==> src/rtl/rv_core_pkg.sv <==
// Shared fetch-path types and constants for the core front end.
// Latency: none (declarations only).
// Backpressure: not applicable.
package rv_core_pkg;

    localparam int XLEN_DEF = 32;

    localparam logic [31:0] INST_NOP = 32'h0000_0013;

    // One buffered fetch: the returned instruction word and the address it came from.
    typedef struct packed {
        logic [XLEN_DEF-1:0] inst;
        logic [XLEN_DEF-1:0] addr;
    } fetch_entry_t;

    // Width of a counter that must hold values 0..depth inclusive.
    function automatic int cnt_width(input int depth);
        return $clog2(depth) + 1;
    endfunction

endpackage

==> src/rtl/pf_fifo.sv <==
// Synchronous prefetch FIFO of fetch entries with flush.
// Latency: a push is visible at the head on the next cycle; the head is read combinationally.
// Backpressure: a push is accepted while full only together with a pop; a push+pop while empty is a no-op (the entry is consumed by the bypass path).
module pf_fifo
    import rv_core_pkg::*;
#(
    parameter int DEPTH = 4,
    localparam int CW   = cnt_width(DEPTH)
) (
    input  logic         clk,
    input  logic         rst,
    input  logic         push,
    input  logic         pop,
    input  logic         flush,
    input  fetch_entry_t wr_data,
    output fetch_entry_t rd_data,
    output logic [CW-1:0] count,
    output logic         full,
    output logic         empty
);

    localparam int AW = $clog2(DEPTH);

    fetch_entry_t    mem [DEPTH];
    logic [AW-1:0]   wr_ptr;
    logic [AW-1:0]   rd_ptr;
    logic            do_push;
    logic            do_pop;

    assign full    = (count == CW'(DEPTH));
    assign empty   = (count == '0);
    assign rd_data = mem[rd_ptr];

    // Qualify push/pop so the storage can never overflow or underflow.
    always_comb begin
        do_pop  = pop && !empty;
        do_push = push && !(empty && pop) && (!full || pop);
    end

    // Storage write; no reset needed because count gates every read.
    always_ff @(posedge clk) begin
        if (do_push) begin
            mem[wr_ptr] <= wr_data;
        end
    end

    // Pointers and occupancy; flush empties the queue in one cycle.
    always_ff @(posedge clk) begin
        if (rst || flush) begin
            wr_ptr <= '0;
            rd_ptr <= '0;
            count  <= '0;
        end else begin
            if (do_push) begin
                wr_ptr <= wr_ptr + 1'b1;
            end
            if (do_pop) begin
                rd_ptr <= rd_ptr + 1'b1;
            end
            count <= count + CW'(do_push) - CW'(do_pop);
        end
    end

endmodule

==> src/rtl/if_prefetch.sv <==
// Instruction prefetch: PC generation, pipelined ROM fetch, DEPTH-entry buffer, jump flush.
// Latency: rvalid to inst_valid_o is 1 cycle, or 0 cycles when built with IF_PREFETCH_BYPASS_EN.
// Backpressure: inst_ready_i=0 holds the head; issue stalls once buffered + in-flight reaches DEPTH.
module if_prefetch
    import rv_core_pkg::*;
#(
    parameter int              XLEN       = XLEN_DEF,
    parameter int              DEPTH      = 4,
    parameter logic [XLEN-1:0] RESET_ADDR = '0
) (
    input  logic            clk,
    input  logic            rst,
    output logic            rom_req_o,
    output logic [XLEN-1:0] rom_addr_o,
    input  logic            rom_gnt_i,
    input  logic            rom_rvalid_i,
    input  logic [XLEN-1:0] rom_rdata_i,
    input  logic            jump_en_i,
    input  logic [XLEN-1:0] jump_addr_i,
    output logic            inst_valid_o,
    input  logic            inst_ready_i,
    output logic [XLEN-1:0] inst_o,
    output logic [XLEN-1:0] inst_addr_o
);

    localparam int            CW  = cnt_width(DEPTH);
    localparam logic [CW:0]   CAP = (CW+1)'(DEPTH);

    logic [XLEN-1:0] pc;
    logic [CW-1:0]   pending;
    logic [CW-1:0]   discard;
    logic [CW-1:0]   pending_nxt;
    logic [CW-1:0]   discard_nxt;
    logic [CW-1:0]   fifo_count;
    logic            fifo_full;
    logic            fifo_empty;
    logic [CW:0]     occupancy;
    logic [XLEN-1:0] rsp_addr;
    logic            fire;
    logic            rsp_keep;
    logic            bypass_hit;
    logic            push;
    logic            pop;
    fetch_entry_t    push_entry;
    fetch_entry_t    head;

    // Every in-flight request already owns a buffer slot, so a response can always be pushed.
    assign occupancy  = {1'b0, fifo_count} + {1'b0, pending};
    assign rom_req_o  = !rst && !jump_en_i && !fifo_full && (occupancy < CAP);
    assign rom_addr_o = pc;
    assign fire       = rom_req_o && rom_gnt_i;

    // With no stale responses outstanding, the oldest in-flight request sits 4*pending behind pc.
    assign rsp_addr   = pc - (XLEN'(pending) << 2);
    assign rsp_keep   = rom_rvalid_i && (discard == '0) && !jump_en_i;

`ifdef IF_PREFETCH_BYPASS_EN
    assign bypass_hit = fifo_empty && rsp_keep;
`else
    assign bypass_hit = 1'b0;
`endif

    assign inst_valid_o = !rst && !jump_en_i && (!fifo_empty || bypass_hit);
    assign push         = rsp_keep && !(bypass_hit && inst_ready_i);
    assign pop          = inst_valid_o && inst_ready_i && !fifo_empty;

    // Pack the returned word with the address it was fetched from.
    always_comb begin
        push_entry      = '0;
        push_entry.inst = rom_rdata_i;
        push_entry.addr = rsp_addr;
    end

    pf_fifo #(
        .DEPTH (DEPTH)
    ) u_fifo (
        .clk     (clk),
        .rst     (rst),
        .push    (push),
        .pop     (pop),
        .flush   (jump_en_i),
        .wr_data (push_entry),
        .rd_data (head),
        .count   (fifo_count),
        .full    (fifo_full),
        .empty   (fifo_empty)
    );

    // Output mux: NOP and zero address whenever nothing valid is presented.
    always_comb begin
        inst_o      = XLEN'(INST_NOP);
        inst_addr_o = '0;
`ifdef IF_PREFETCH_BYPASS_EN
        if (bypass_hit) begin
            inst_o      = rom_rdata_i;
            inst_addr_o = rsp_addr;
        end else if (inst_valid_o) begin
            inst_o      = head.inst;
            inst_addr_o = head.addr;
        end
`else
        if (inst_valid_o) begin
            inst_o      = head.inst;
            inst_addr_o = head.addr;
        end
`endif
    end

    // In-flight bookkeeping; a jump marks everything still outstanding after this cycle as stale.
    always_comb begin
        pending_nxt = pending;
        if (fire) begin
            pending_nxt = pending_nxt + 1'b1;
        end
        if (rom_rvalid_i) begin
            pending_nxt = pending_nxt - 1'b1;
        end
        discard_nxt = discard;
        if (jump_en_i) begin
            discard_nxt = pending_nxt;
        end else if (rom_rvalid_i && (discard != '0)) begin
            discard_nxt = discard - 1'b1;
        end
    end

    // PC and counter registers; a jump realigns the target to a word boundary.
    always_ff @(posedge clk) begin
        if (rst) begin
            pc      <= RESET_ADDR;
            pending <= '0;
            discard <= '0;
        end else begin
            pending <= pending_nxt;
            discard <= discard_nxt;
            if (jump_en_i) begin
                pc <= {jump_addr_i[XLEN-1:2], 2'b00};
            end else if (fire) begin
                pc <= pc + XLEN'(4);
            end
        end
    end

endmodule

==> config.mk <==
export PLATFORM = sky130hd
export DESIGN_NAME = if_prefetch
export DESIGN_NICKNAME = d
export VERILOG_FILES = /design/src/rtl/rv_core_pkg.sv /design/src/rtl/pf_fifo.sv /design/src/rtl/if_prefetch.sv
export SDC_FILE = /design/constraint.sdc
export NUM_CORES = 1
export LEC_CHECK = 0
export CAP_MARGIN = 20
export CORE_MARGIN = 2
export CORE_UTILIZATION = 30
export DETAILED_ROUTE_END_ITERATION = 8
export PLACE_DENSITY = 0.46
export RECOVER_POWER = 100
export SLEW_MARGIN = 20
export SYNTH_ARGS = -nofsm -noshare
export SYNTH_HDL_FRONTEND = slang
export SYNTH_SLANG_ARGS = --single-unit
export TNS_END_PERCENT = 20
==> constraint.sdc <==
create_clock -name clk -period 3.9 [get_ports clk]
set_clock_uncertainty 0.15 [all_clocks]
set_input_delay 0.78 -clock clk [delete_from_list [all_inputs] [get_ports clk]]
set_output_delay 0.78 -clock clk [all_outputs]
set_load 0.05 [all_outputs]
==> summary.md <==
| Metric | Value |
|---|---|
| Status | `finished clean` |
| CTS resizes | `0` |
| Fin crit period | `around 3700 ps` |
| Synth top area share | `58.84%` |
| Slew Viols, Final | `0` |
| DP HPWL | `20650 um` |
| CP Class | `input pin to primary output` |
| CTS Buf Count | `35` |
| Async set-reset flop share out of synthesis | `0%` |
| Initial core utilization | `30.31%` |
| Max VDD drop | `approximately 210 uV` |
| H-tree depth | `2` |
| Vias per cell | `between 4 and 5` |
| CTS max path bufs | `3` |
| Final setup fails | `0` |
| # diodes | `0` |
| Setup crit end kind | `primary output` |
| Top_reg_cell synth | `edfxtp_1` |
| Number of synthesized flops with an enable pin | `248` |
| Die Height | `~210 um` |
| Max Cap Viol | `0` |
| First-pass GRT wire length | `between 40000 and 50000 um` |
| Static Leak | `between 5 and 6 nW` |
| Filler cells | `3863` |
| Synth warnings | `0` |
| CP Launch Type | `input pin` |
| Post-synthesis register bit count | `293` |
| Pwr per Cell Area | `approximately 440 nW/um2` |
| Num ports | `168` |
| Row count | `75` |
| RSZ-0062 raised after global routing | `no` |
| Die ar. | `between 40000 and 50000 um2` |
| Final period util | `95.17%` |
| Final Hold Viols | `0` |
| Drc violations | `0` |
| Largest net degree at the start of global routing | `34` |
| Drt pass-1 iters | `4` |
| Nets | `1089` |
| Maximum clock rate | `269.4 MHz` |
| CP required | `approximately 3000 ps` |
| Setup TNS | `0 ps` |
| Mapped Cells | `822` |
| Register area share after synthesis | `about two thirds` |
| Die span in x | `approximately 210 um` |
| Initial DRC Count | `447` |
| Synth-to-layout area growth | `31.66%` |
| Distinct cells, synth | `57` |
| Cell accounting for the most synthesized area | `edfxtp_1` |
| Worst Tran Pin Value | `994.6 ps` |
| Worst Hold Class | `register to register` |
| Antenna violations before repair | `1` |
| Wire per inst | `19.69 um` |
| ANT nets after route | `0` |
| RePlAce Congestion | `0.7617` |
| Mapped Area | `about 13000 um2` |
| Vias in the first global route | `7985` |
| Hold Buf Count CTS | `0` |
| Root Buffer | `clkbuf_16` |
| Most frequent cells in the layout | `248 x edfxtp_1, 66 x buf_12, 62 x mux4_2, 62 x dlygate4sd3_1, 49 x and2_0` |
| Core area | `41760 um2` |
| Critical path arrival | `~2800 ps` |
| GR Overflow Total | `0` |
| CTS sink cnt | `293` |
| GRT Overall Usage | `14.23%` |
| IO Port Bufs | `around 160` |
| Area contributors post-synth | `edfxtp_1 59%, mux4_2 11%, dfxtp_1 7.1%` |
| Worst slew margin | `33.62%` |
| Clk pin slew, worst setup/hold paths | `50 ps` |
| Post-Route WL | `between 30000 and 40000 um` |
| Commonest non-fill, non-tap cell in the layout | `edfxtp_1` |
| Worst hold margin | `392.1 ps` |
| Post-CTS setup buffer count | `0` |
| CTS tree | `done` |
| DR vias | `7624` |
| Clock Latency Late Sink | `520 ps` |
| Critical Path Fanout Max | `28` |
| Fraction of layout cells with a size suffix above 1 | `20.16%` |
| Avg Cell Area, Syn | `15.40 um2` |
[cells by family (layout without fill, tap and decap cells)]
| kind of cell | after synthesis | in the layout | share of synthesized area, % |
|---|---|---|---|
| flops | 293 | 293 | 65.95 |
| simple gates | 252 | 252 | 11.17 |
| buf+inv | 78 | 280 | 2.669 |
| compound gates | 72 | 72 | 3.915 |
| mux | 66 | 66 | 11.35 |
| xor+xnor | 42 | 42 | 3.015 |
| fa+ha+maj | 18 | 18 | 1.898 |
| other cells | 1 | 4 | 0.02963 |
[critical path, stage by stage]
cell and delay, ps:
clkdlybuf4s50_1 470, buf_4 190, or2_2 290, nor2_1 350, buf_12 230, and2_0 280
buf_12 170
[synth_stat cells, types with 2 or more instances]
| master | n |
|---|---|
| edfxtp_1 | 248 |
| and2_1 | 73 |
| mux4_2 | 62 |
| dfxtp_1 | 45 |
| clkbuf_1 | 39 |
| nand2_1 | 34 |
| nor2_1 | 33 |
| xnor2_1 | 21 |
| xor2_1 | 20 |
| inv_1 | 19 |
| nand3_1 | 19 |
| a31oi_1 | 17 |
| ha_1 | 16 |
| nor3_1 | 16 |
| or3_1 | 16 |
| nand4_1 | 15 |
| or4_1 | 12 |
| nor4_1 | 10 |
| o211ai_1 | 10 |
| buf_1 | 9 |
| a211oi_1 | 8 |
| a21oi_1 | 8 |
| o21ai_0 | 8 |
| and3_1 | 7 |
| buf_4 | 4 |
| mux2i_1 | 4 |
| a22oi_1 | 3 |
| a2bb2oi_1 | 3 |
| a311oi_1 | 3 |
| buf_6 | 3 |
| nand4b_1 | 3 |
| o311ai_0 | 3 |
| and4_1 | 2 |
| buf_2 | 2 |
| fa_1 | 2 |
| nand2b_1 | 2 |
| nor3b_1 | 2 |
| o21a_1 | 2 |
[stage by stage]
step / total power, W / std cells / instance area [um2] / util, % / worst slack (ps)
floorplan: 0.004080 / 825 / 12670 / - / -167.0
global placement: 0.004390 / 1503 / 15750 / 37.73 / 181.3
detailed placement: 0.004394 / 1503 / 15750 / 37.73 / 165.0
CTS: 0.007513 / 1566 / 16840 / 40.33 / 295.3
global route: 0.007677 / 1566 / 16660 / 39.91 / 111.4
finish: 0.007377 / 1566 / 16660 / 39.91 / 188.4
[area by class of cell]
class	count	area [um2]	area share, %
Multi-Input combinational cell	454	3973	23.84
Clock inverter	20	161.4	0.9685
Sequential cell	293	8356	50.14
Inverter	21	80.08	0.4805
Clock buffer	43	927.1	5.563
Timing Repair Buffer	196	2494	14.96
Tap cell	539	674.4	4.047
[sequential cells by signal, indices dropped and copies added, names as in the netlist, named ones only]
signal,count
u_fifo.rd_ptr,2
rom_addr_o,30
u_fifo.wr_ptr,2
u_fifo.count,3
u_fifo.mem,248
discard,3
pending,3
[final timing paths]
check                         from          endpoint  slack [ps]  cells past startpoint
setup / recovery         jump_en_i   inst_addr_o[22]         190                      7
hold / removal    u_fifo.rd_ptr[1]  u_fifo.rd_ptr[1]         390                      2
setup reg to reg   u_fifo.count[2]    rom_addr_o[31]         700                      9
hold reg to reg   u_fifo.rd_ptr[1]  u_fifo.rd_ptr[1]         390                      2
[per-layer routing]
layer  part of all wire [%]  wire [um]  GRT usage [%]  vias up
met5                  0.052         16              0        -
met4                    1.8        552          3.941        2
met3                    4.8       1472          2.933       48
met2                     47      14580          23.22      187
met1                     46      14210          19.31     3857
li1                       -          -              -     3530
[where the power goes]
part | internal (W) | switching [W] | total [W]
clock network | 0.00183 | 0.00125 | 0.00308
registers | 0.00353 | 0.0000759 | 0.00361
logic | 0.000272 | 0.000413 | 0.000686
total | 0.00563 | 0.00174 | 0.00738
Note: power is estimated with default switching activity, not from simulation.
